File: config.mk
export PLATFORM = sky130hd
export DESIGN_NAME = sal_cfg_regs_flat
export DESIGN_NICKNAME = d
export VERILOG_FILES = /design/src/rtl/sal_cfg_pkg.sv /design/src/rtl/sal_cfg_regs_if.sv /design/src/rtl/sal_cfg_apb_slv.sv /design/src/rtl/sal_cfg_regs.sv /design/src/flat_wrapper.sv
export SDC_FILE = /design/constraint.sdc
export NUM_CORES = 1
export LEC_CHECK = 0
export CORE_MARGIN = 4
export CORE_UTILIZATION = 53
export CTS_CLUSTER_DIAMETER = 100
export DETAILED_ROUTE_END_ITERATION = 7
export PLACE_DENSITY = 0.8
export SYNTH_ARGS = -nofsm -noshare
export SYNTH_HDL_FRONTEND = slang
export SYNTH_SLANG_ARGS = --single-unit
File: constraint.sdc
create_clock -name clk -period 4.5 [get_ports clk]
set_clock_uncertainty 0.15 [all_clocks]
set_input_delay 0.9 -clock clk [delete_from_list [all_inputs] [get_ports clk]]
set_output_delay 0.9 -clock clk [all_outputs]
set_load 0.01 [all_outputs]
File: src/rtl/sal_cfg_pkg.sv
// rtl/sal_cfg_pkg.sv - register map, DDR2 default timings and shared types for sal_cfg_regs
package sal_cfg_pkg;

  localparam int NUM_TIMING = 10;
  localparam int TFIELD_W   = 16;

  localparam logic [7:0] OFF_CTRL    = 8'h00;
  localparam logic [7:0] OFF_STATUS  = 8'h04;
  localparam logic [7:0] OFF_RCD     = 8'h08;
  localparam logic [7:0] OFF_RTW     = 8'h2C;
  localparam logic [7:0] OFF_VERSION = 8'h30;

  localparam logic [5:0] IDX_CTRL    = OFF_CTRL[7:2];
  localparam logic [5:0] IDX_STATUS  = OFF_STATUS[7:2];
  localparam logic [5:0] IDX_FIRST_T = OFF_RCD[7:2];
  localparam logic [5:0] IDX_LAST_T  = OFF_RTW[7:2];
  localparam logic [5:0] IDX_VERSION = OFF_VERSION[7:2];

  localparam logic [31:0] VERSION = 32'h0001_0000;

  typedef logic [TFIELD_W-1:0] tfield_t;

  // Field order matches the shadow register order in the map.
  typedef struct packed {
    tfield_t rcd;
    tfield_t rp;
    tfield_t ras;
    tfield_t rfc;
    tfield_t rtp;
    tfield_t wtp;
    tfield_t rrd;
    tfield_t ccd;
    tfield_t wtr;
    tfield_t rtw;
  } timing_set_t;

  localparam timing_set_t DDR2_DEFAULTS = '{
    rcd: 16'd5,  rp: 16'd5,  ras: 16'd18, rfc: 16'd51, rtp: 16'd3,
    wtp: 16'd13, rrd: 16'd3, ccd: 16'd2,  wtr: 16'd3,  rtw: 16'd4
  };

  typedef enum logic [1:0] {
    APB_IDLE,
    APB_SETUP,
    APB_ACCESS
  } apb_state_e;

  function automatic tfield_t timing_field(timing_set_t s, int idx);
    return s[(NUM_TIMING - 1 - idx) * TFIELD_W +: TFIELD_W];
  endfunction

endpackage

File: src/rtl/sal_cfg_regs_if.sv
// rtl/sal_cfg_regs_if.sv - APB slave bus and active timing source interfaces
interface APB_IF #(parameter int ADDR_W = 12) ();
  logic              psel;
  logic              penable;
  logic              pwrite;
  logic [ADDR_W-1:0] paddr;
  logic [31:0]       pwdata;
  logic [31:0]       prdata;
  logic              pready;
  logic              pslverr;

  modport master (output psel, penable, pwrite, paddr, pwdata,
                  input  prdata, pready, pslverr);
  modport slave  (input  psel, penable, pwrite, paddr, pwdata,
                  output prdata, pready, pslverr);
endinterface

interface BK_TIMING_IF #(parameter int TIMING_W = 8) ();
  logic [TIMING_W-1:0] t_rcd;
  logic [TIMING_W-1:0] t_rp;
  logic [TIMING_W-1:0] t_ras;
  logic [TIMING_W-1:0] t_rfc;
  logic [TIMING_W-1:0] t_rtp;
  logic [TIMING_W-1:0] t_wtp;

  modport SRC (output t_rcd, t_rp, t_ras, t_rfc, t_rtp, t_wtp);
  modport SNK (input  t_rcd, t_rp, t_ras, t_rfc, t_rtp, t_wtp);
endinterface

interface SCHED_TIMING_IF #(parameter int TIMING_W = 8) ();
  logic [TIMING_W-1:0] t_rrd;
  logic [TIMING_W-1:0] t_ccd;
  logic [TIMING_W-1:0] t_wtr;
  logic [TIMING_W-1:0] t_rtw;

  modport SRC (output t_rrd, t_ccd, t_wtr, t_rtw);
  modport SNK (input  t_rrd, t_ccd, t_wtr, t_rtw);
endinterface

File: src/rtl/sal_cfg_apb_slv.sv
// rtl/sal_cfg_apb_slv.sv - APB slave FSM with programmable wait states; emits single-cycle register strobes
module sal_cfg_apb_slv
  import sal_cfg_pkg::*;
#(
  parameter int ADDR_W      = 12,
  parameter int WAIT_CYCLES = 0
) (
  input  logic              clk,
  input  logic              rst,
  APB_IF.slave              apb,
  output logic              wr_en,
  output logic              rd_en,
  output logic [ADDR_W-1:0] addr,
  output logic [31:0]       wdata,
  input  logic [31:0]       rdata,
  input  logic              err
);

  localparam logic [3:0] WAIT_INIT = 4'(WAIT_CYCLES);

  apb_state_e state_q, state_d;
  logic [3:0] wait_q, wait_d;
  logic       done;

  always_ff @(posedge clk) begin
    if (rst) begin
      state_q <= APB_IDLE;
      wait_q  <= '0;
    end else begin
      state_q <= state_d;
      wait_q  <= wait_d;
    end
  end

  // The setup phase is recognised from the bus itself so that a zero-wait
  // slave answers in the first access-phase cycle.
  always_comb begin
    state_d = state_q;
    wait_d  = wait_q;
    done    = 1'b0;
    case (state_q)
      APB_IDLE, APB_SETUP: begin
        if (apb.psel && !apb.penable) begin
          state_d = APB_ACCESS;
          wait_d  = WAIT_INIT;
        end else if (!apb.psel) begin
          state_d = APB_IDLE;
        end
      end
      APB_ACCESS: begin
        if (wait_q != 4'd0) begin
          wait_d = wait_q - 4'd1;
        end else begin
          done    = 1'b1;
          state_d = apb.psel ? APB_SETUP : APB_IDLE;
        end
      end
      default: state_d = APB_IDLE;
    endcase
  end

  assign wr_en = done && apb.pwrite;
  assign rd_en = done && !apb.pwrite;
  assign addr  = apb.paddr;
  assign wdata = apb.pwdata;

  assign apb.pready  = done;
  assign apb.prdata  = done ? rdata : 32'd0;
  assign apb.pslverr = done && err;

endmodule

File: src/rtl/sal_cfg_regs.sv
// rtl/sal_cfg_regs.sv - DRAM timing shadow/active register file with idle-gated atomic commit
module sal_cfg_regs
  import sal_cfg_pkg::*;
#(
  parameter int TIMING_W    = 8,
  parameter int ADDR_W      = 12,
  parameter int WAIT_CYCLES = 0
) (
  input  logic            clk,
  input  logic            rst,
  APB_IF.slave            apb_if,
  BK_TIMING_IF.SRC        bk_timing_if,
  SCHED_TIMING_IF.SRC     sched_timing_if,
  input  logic            idle_i,
  output logic            commit_done_o
);

  logic              wr_en;
  logic              rd_en;
  logic [ADDR_W-1:0] addr;
  logic [31:0]       wdata;
  logic [31:0]       rdata;
  logic              err;

  sal_cfg_apb_slv #(
    .ADDR_W      (ADDR_W),
    .WAIT_CYCLES (WAIT_CYCLES)
  ) u_apb_slv (
    .clk   (clk),
    .rst   (rst),
    .apb   (apb_if),
    .wr_en (wr_en),
    .rd_en (rd_en),
    .addr  (addr),
    .wdata (wdata),
    .rdata (rdata),
    .err   (err)
  );

  logic [TIMING_W-1:0] shadow_q [NUM_TIMING];
  logic [TIMING_W-1:0] active_q [NUM_TIMING];
  logic                pending_q;
  logic                error_q;
  logic                commit_done_q;

  logic [5:0] idx;
  logic [3:0] t_sel;
  logic       is_timing;
  logic       mapped;
  logic       wr_err;
  logic       rd_err;
  logic       wr_ok;
  logic       commit_fire;
  logic       unused_bits;

  assign idx       = addr[7:2];
  assign t_sel     = idx[3:0] - IDX_FIRST_T[3:0];
  assign is_timing = (idx >= IDX_FIRST_T) && (idx <= IDX_LAST_T);
  assign mapped    = (idx <= IDX_VERSION);

  // Timing writes are refused while a commit is outstanding so the set
  // being committed cannot be torn.
  assign wr_err = !mapped
               || (idx == IDX_STATUS && wdata[0])
               || (idx == IDX_VERSION)
               || (is_timing && (wdata[TIMING_W-1:0] == '0 || pending_q));
  assign rd_err = !mapped;
  assign err    = (wr_en && wr_err) || (rd_en && rd_err);

  assign wr_ok       = wr_en && !wr_err;
  assign commit_fire = pending_q && idle_i;

  always_comb begin
    rdata = 32'd0;
    if (rd_en && !rd_err) begin
      if (idx == IDX_STATUS)       rdata = {30'd0, error_q, pending_q};
      else if (idx == IDX_VERSION) rdata = VERSION;
      else if (is_timing)          rdata = 32'(shadow_q[t_sel]);
    end
  end

  always_ff @(posedge clk) begin
    if (rst) begin
      for (int i = 0; i < NUM_TIMING; i++) begin
        shadow_q[i] <= TIMING_W'(timing_field(DDR2_DEFAULTS, i));
        active_q[i] <= TIMING_W'(timing_field(DDR2_DEFAULTS, i));
      end
      pending_q     <= 1'b0;
      error_q       <= 1'b0;
      commit_done_q <= 1'b0;
    end else begin
      commit_done_q <= commit_fire;

      if (commit_fire) begin
        for (int i = 0; i < NUM_TIMING; i++) active_q[i] <= shadow_q[i];
        pending_q <= 1'b0;
      end else if (wr_ok && idx == IDX_CTRL && wdata[0]) begin
        pending_q <= 1'b1;
      end

      if (wr_ok && is_timing) shadow_q[t_sel] <= wdata[TIMING_W-1:0];

      if (err)                                         error_q <= 1'b1;
      else if (wr_ok && idx == IDX_STATUS && wdata[1]) error_q <= 1'b0;
    end
  end

  assign commit_done_o = commit_done_q;

  assign bk_timing_if.t_rcd = active_q[0];
  assign bk_timing_if.t_rp  = active_q[1];
  assign bk_timing_if.t_ras = active_q[2];
  assign bk_timing_if.t_rfc = active_q[3];
  assign bk_timing_if.t_rtp = active_q[4];
  assign bk_timing_if.t_wtp = active_q[5];

  assign sched_timing_if.t_rrd = active_q[6];
  assign sched_timing_if.t_ccd = active_q[7];
  assign sched_timing_if.t_wtr = active_q[8];
  assign sched_timing_if.t_rtw = active_q[9];

  assign unused_bits = ^{addr[ADDR_W-1:8], addr[1:0], wdata[31:TIMING_W]};

endmodule

File: src/flat_wrapper.sv
// flat-port wrapper written by rule: the top's interface ports become plain ports
module sal_cfg_regs_flat import sal_cfg_pkg::*;
#(
  parameter int TIMING_W    = 8,
  parameter int ADDR_W      = 12,
  parameter int WAIT_CYCLES = 0
)
  (clk, rst, idle_i, commit_done_o, apb_if_psel, apb_if_penable, apb_if_pwrite, apb_if_paddr, apb_if_pwdata, apb_if_prdata, apb_if_pready, apb_if_pslverr, bk_timing_if_t_rcd, bk_timing_if_t_rp, bk_timing_if_t_ras, bk_timing_if_t_rfc, bk_timing_if_t_rtp, bk_timing_if_t_wtp, sched_timing_if_t_rrd, sched_timing_if_t_ccd, sched_timing_if_t_wtr, sched_timing_if_t_rtw);
  APB_IF #(.ADDR_W(ADDR_W)) apb_if_i ();
  BK_TIMING_IF #(.TIMING_W(TIMING_W)) bk_timing_if_i ();
  SCHED_TIMING_IF #(.TIMING_W(TIMING_W)) sched_timing_if_i ();
  input  logic clk;
  input  logic rst;
  input  logic idle_i;
  output logic commit_done_o;
  input wire logic [$bits(apb_if_i.psel)-1:0] apb_if_psel;
  input wire logic [$bits(apb_if_i.penable)-1:0] apb_if_penable;
  input wire logic [$bits(apb_if_i.pwrite)-1:0] apb_if_pwrite;
  input wire logic [$bits(apb_if_i.paddr)-1:0] apb_if_paddr;
  input wire logic [$bits(apb_if_i.pwdata)-1:0] apb_if_pwdata;
  output wire logic [$bits(apb_if_i.prdata)-1:0] apb_if_prdata;
  output wire logic [$bits(apb_if_i.pready)-1:0] apb_if_pready;
  output wire logic [$bits(apb_if_i.pslverr)-1:0] apb_if_pslverr;
  output wire logic [$bits(bk_timing_if_i.t_rcd)-1:0] bk_timing_if_t_rcd;
  output wire logic [$bits(bk_timing_if_i.t_rp)-1:0] bk_timing_if_t_rp;
  output wire logic [$bits(bk_timing_if_i.t_ras)-1:0] bk_timing_if_t_ras;
  output wire logic [$bits(bk_timing_if_i.t_rfc)-1:0] bk_timing_if_t_rfc;
  output wire logic [$bits(bk_timing_if_i.t_rtp)-1:0] bk_timing_if_t_rtp;
  output wire logic [$bits(bk_timing_if_i.t_wtp)-1:0] bk_timing_if_t_wtp;
  output wire logic [$bits(sched_timing_if_i.t_rrd)-1:0] sched_timing_if_t_rrd;
  output wire logic [$bits(sched_timing_if_i.t_ccd)-1:0] sched_timing_if_t_ccd;
  output wire logic [$bits(sched_timing_if_i.t_wtr)-1:0] sched_timing_if_t_wtr;
  output wire logic [$bits(sched_timing_if_i.t_rtw)-1:0] sched_timing_if_t_rtw;
  assign apb_if_i.psel = apb_if_psel;
  assign apb_if_i.penable = apb_if_penable;
  assign apb_if_i.pwrite = apb_if_pwrite;
  assign apb_if_i.paddr = apb_if_paddr;
  assign apb_if_i.pwdata = apb_if_pwdata;
  assign apb_if_prdata = apb_if_i.prdata;
  assign apb_if_pready = apb_if_i.pready;
  assign apb_if_pslverr = apb_if_i.pslverr;
  assign bk_timing_if_t_rcd = bk_timing_if_i.t_rcd;
  assign bk_timing_if_t_rp = bk_timing_if_i.t_rp;
  assign bk_timing_if_t_ras = bk_timing_if_i.t_ras;
  assign bk_timing_if_t_rfc = bk_timing_if_i.t_rfc;
  assign bk_timing_if_t_rtp = bk_timing_if_i.t_rtp;
  assign bk_timing_if_t_wtp = bk_timing_if_i.t_wtp;
  assign sched_timing_if_t_rrd = sched_timing_if_i.t_rrd;
  assign sched_timing_if_t_ccd = sched_timing_if_i.t_ccd;
  assign sched_timing_if_t_wtr = sched_timing_if_i.t_wtr;
  assign sched_timing_if_t_rtw = sched_timing_if_i.t_rtw;
  sal_cfg_regs #(.TIMING_W(TIMING_W), .ADDR_W(ADDR_W), .WAIT_CYCLES(WAIT_CYCLES)) u_core (.clk(clk), .rst(rst), .apb_if(apb_if_i), .bk_timing_if(bk_timing_if_i), .sched_timing_if(sched_timing_if_i), .idle_i(idle_i), .commit_done_o(commit_done_o));
endmodule
==> qor.yml <==
internal-power_mw: 3.48
min_period_ps: 4410
finalNetCount: 803
worstSetupStartpointType: "input port"
post-place-cells: 948
synth.largest_area_cell: "edfxtp_1"
grt_overflow_total: 0
routed_wl_microns: 21100
end_kind: "output port"
final_antenna_net_count: 0
grt_pass1_wl_microns: 32900
die_y_microns: 140
cp_cell_sequence: "clkdlybuf4s50_1 -> buf_12 -> buf_6 -> mux4_2 -> mux4_2 -> and2_1 -> clkdlybuf4s50_1"
dpl.hpwl_microns: 14900
coreArea_sq_mm: 0.0172
die_area_sq_mm: 0.0197
setup_ws_ps: 86.3
cts_tree: "done"
whs_ps: 389
seqCellArea_sq_mm: 0.00643
p_sw_frac: 0.207
finalHoldViolations: 0
layout-drive-gt1-share: 0.162
setup_violations: 0
p_sw_mw: 0.911
outcome: "complete, no violations"
dr.pass1.iters: 5
root_buffer: "clkbuf_16"
place_ws_ps: -160
detail_route.iter0.violations: 588
synthTopCellsByArea: "edfxtp_1 67%, mux4_2 9.7%, and2_1 4.4%, nor2_1 2.6%, or3_1 2.4%"
power.leakage_nw: 4.09
comb_power_share: 0.072
cts.clk_slew.worst_paths_ps: 60
vias: 5706
powerDensity_mw_per_mm2: 380
ys_seq_area_frac: 0.692
layout.cells.non_filler: 990
synth_top_cell_area_share: 0.672
routedWlPerCell_microns: 21.3
vdd.ir_drop.worst_mv: 0.248
port-buffer-count: 111
clkPwrFrac: 0.414
max_slew_margin: 0.415
crit_path_top_delay_cell: "clkdlybuf4s50_1"
rows: 48
worstPathArrival_ps: 3360
drv_slew: 0
drv_cap: 0
slowest_delay_ps: 540
timing.final.crit_share: 0.981
cts.htree.levels: 1
gp_congestion: 0.892
n_antenna_cell: 0
cts_buffers: 22
synth_seq_cells: 217
rsz0062_at_grt: "no"
insertion_delay_ps: 500
multi_input_area_sq_mm: 0.00262
cp.required_ps: 3450
grt_pass1_vias: 5661
synth_cells: 609
synth_cell_types: 46
syn_area_per_cell_sq_um: 15.3
hold_class: "flip-flop to flip-flop"
antenna_found_initial: 0
synthesis.area_sq_mm: 0.00929
grt_start_max_net_pins: 38
fillers: 1119
path_class: "input port to output port"
synthToLayoutAreaGrowth_pct: 24.6
io_pins: 165
p_total_mw: 4.39
cts.path.max_buffers: 3
yosysWarnings: 0
route.detailed.drc: 0
cts.sinks: 217
cp_max_fo: 20
track_usage: 0.214
p_seq_frac: 0.514
max_freq_ghz: 0.227
die_w_microns: 140
viasPerCell: 5.76
worstMarginPinSlew_ps: 876
initial_core_util: 0.539
-- per-stage QoR --
stage / TNS [ps] / cell area (sq um) / utilization
after floorplan: 0 / 9370 / -
after global placement: -385 / 10800 / 0.626
after detailed placement: -564 / 10800 / 0.626
after CTS: 0 / 11500 / 0.670
after global routing: 0 / 11600 / 0.672
final: 0 / 11600 / 0.672
-- what timing repair did --
item | in CTS | in global routing
hold buffers | 0 | 0
cloned | 0 | 0
buffers inserted | 0 | 2
pin swaps | 0 | 1
gates resized for setup | 5 | 5
setup endpoints to repair | 8 | 5
-- path summary, 6_finish.rpt --
check | depth (start not counted) | from | endpoint | slack (ps)
worst max register to register | 8 | u_core.u_apb_slv.wait_q[0] | u_core.shadow_q[0][0] | 1150
worst min register to register | 1 | u_core.shadow_q[1][2] | u_core.active_q[0][10] | 390
worst min-delay path | 1 | u_core.shadow_q[1][2] | u_core.active_q[0][10] | 390
worst max-delay path | 7 | apb_if_paddr[3] | apb_if_prdata[7] | 90
-- cells in the mapped netlist (all sizes together) --
cell type and number:
edfxtp 208, nand2b 3, nand4 1, or2 2
o211a 1, and2 66, clkinv 1, nand3b 1
a31o 1, or4 3, buf 30, nor3 10
nor2b 3, a31oi 1, mux4 40, o31ai 1
a21oi 3, o21a 2, a22o 2, dfxtp 9
o21ai 2, a41oi 1, ha 4, and3 10
a211oi 1, conb 1, nand2 34, a21o 5
or3b 1, xnor2 3, nor2 64, nor3b 4
nand3 3, or4b 1, o21bai 4, inv 6
clkbuf 30, or3 35, o41ai 1, xor2 1
nor4 10
-- layout by cell type (no fill, tap or decap), types with 3 or more instances in the layout --
| cell type | Yosys | layout |
|---|---|---|
| o21bai_1 | 4 | 4 |
| a21oi_1 | 3 | 3 |
| nand2_1 | 34 | 34 |
| clkbuf_1 | 30 | 3 |
| buf_12 | 0 | 4 |
| nor2_1 | 64 | 63 |
| edfxtp_1 | 208 | 208 |
| nand3_1 | 3 | 3 |
| buf_4 | 23 | 36 |
| conb_1 | 1 | 23 |
| clkinv_1 | 1 | 7 |
| clkbuf_16 | 0 | 23 |
| and3_1 | 10 | 10 |
| ha_1 | 4 | 3 |
| nor2b_1 | 3 | 3 |
| and2_1 | 66 | 66 |
| clkdlybuf4s50_1 | 0 | 109 |
| xnor2_1 | 3 | 3 |
| inv_1 | 6 | 6 |
| nor4_1 | 10 | 10 |
| dfxtp_1 | 9 | 9 |
| a21o_1 | 5 | 5 |
| mux4_2 | 40 | 40 |
| nor3b_1 | 4 | 3 |
| nor3_1 | 10 | 10 |
| or3_1 | 35 | 35 |
| bufinv_16 | 0 | 3 |
-- power groups by stage --
stage               Sequential (mW)  Clock, mW  Combinational [mW]
finish                         2.26       1.82               0.317
global placement               2.30          0               0.298
CTS                            2.26       1.84               0.311
global route                   2.26       1.95               0.336
detailed placement             2.30          0               0.305
floorplan                      2.31          0               0.172
-- cell families (layout without fill, tap and decap cells) --
logic type | after synthesis | count (layout) | share of synthesized area
AOI/OAI and AO/OA | 25 | 25 | 0.0197
xor gates and xnor gates | 4 | 4 | 0.00377
adders and majority gates | 4 | 4 | 0.00539
buffers and inverters | 67 | 201 | 0.0383
DFF | 217 | 217 | 0.692
muxes | 40 | 40 | 0.0970
other | 1 | 23 | 0.000404
and+or+nand+nor | 251 | 251 | 0.144
-- cell type report --
cell class                      instances  share of cell area
Sequential cell                       217               0.555
Clock buffer                           26              0.0507
Clock inverter                         14              0.0126
Tap cell                              225              0.0243
Inverter                                7             0.00227
Multi-Input combinational cell        347               0.226
Timing Repair Buffer                  154               0.129
-- registers in the layout, summed over array words and instances, names as in the netlist --
signal	flops
u_core.shadow_q	128
u_core.active_q	80
u_core.u_apb_slv.wait_q	4
u_core.u_apb_slv.state_q	2
u_core.commit_done_o	1
u_core.error_q	1
u_core.pending_q	1
-- layer usage --
metal	wire length, microns	vias up	GRT usage
met2	10900	319	0.371
met5	0	-	0
li1	-	2513	-
met3	1830	34	0.0352
met1	7960	2840	0.284
met4	425	0	0.0586
-- worst max-delay path: cells and delay by family --
| kind | cells | cell delay, ps |
|---|---|---|
| buffers and inverters | 4 | 1410 |
| and+or+nand+nor | 1 | 190 |
| muxes | 2 | 850 |
No activity file was read; power rests on OpenSTA's default activity.
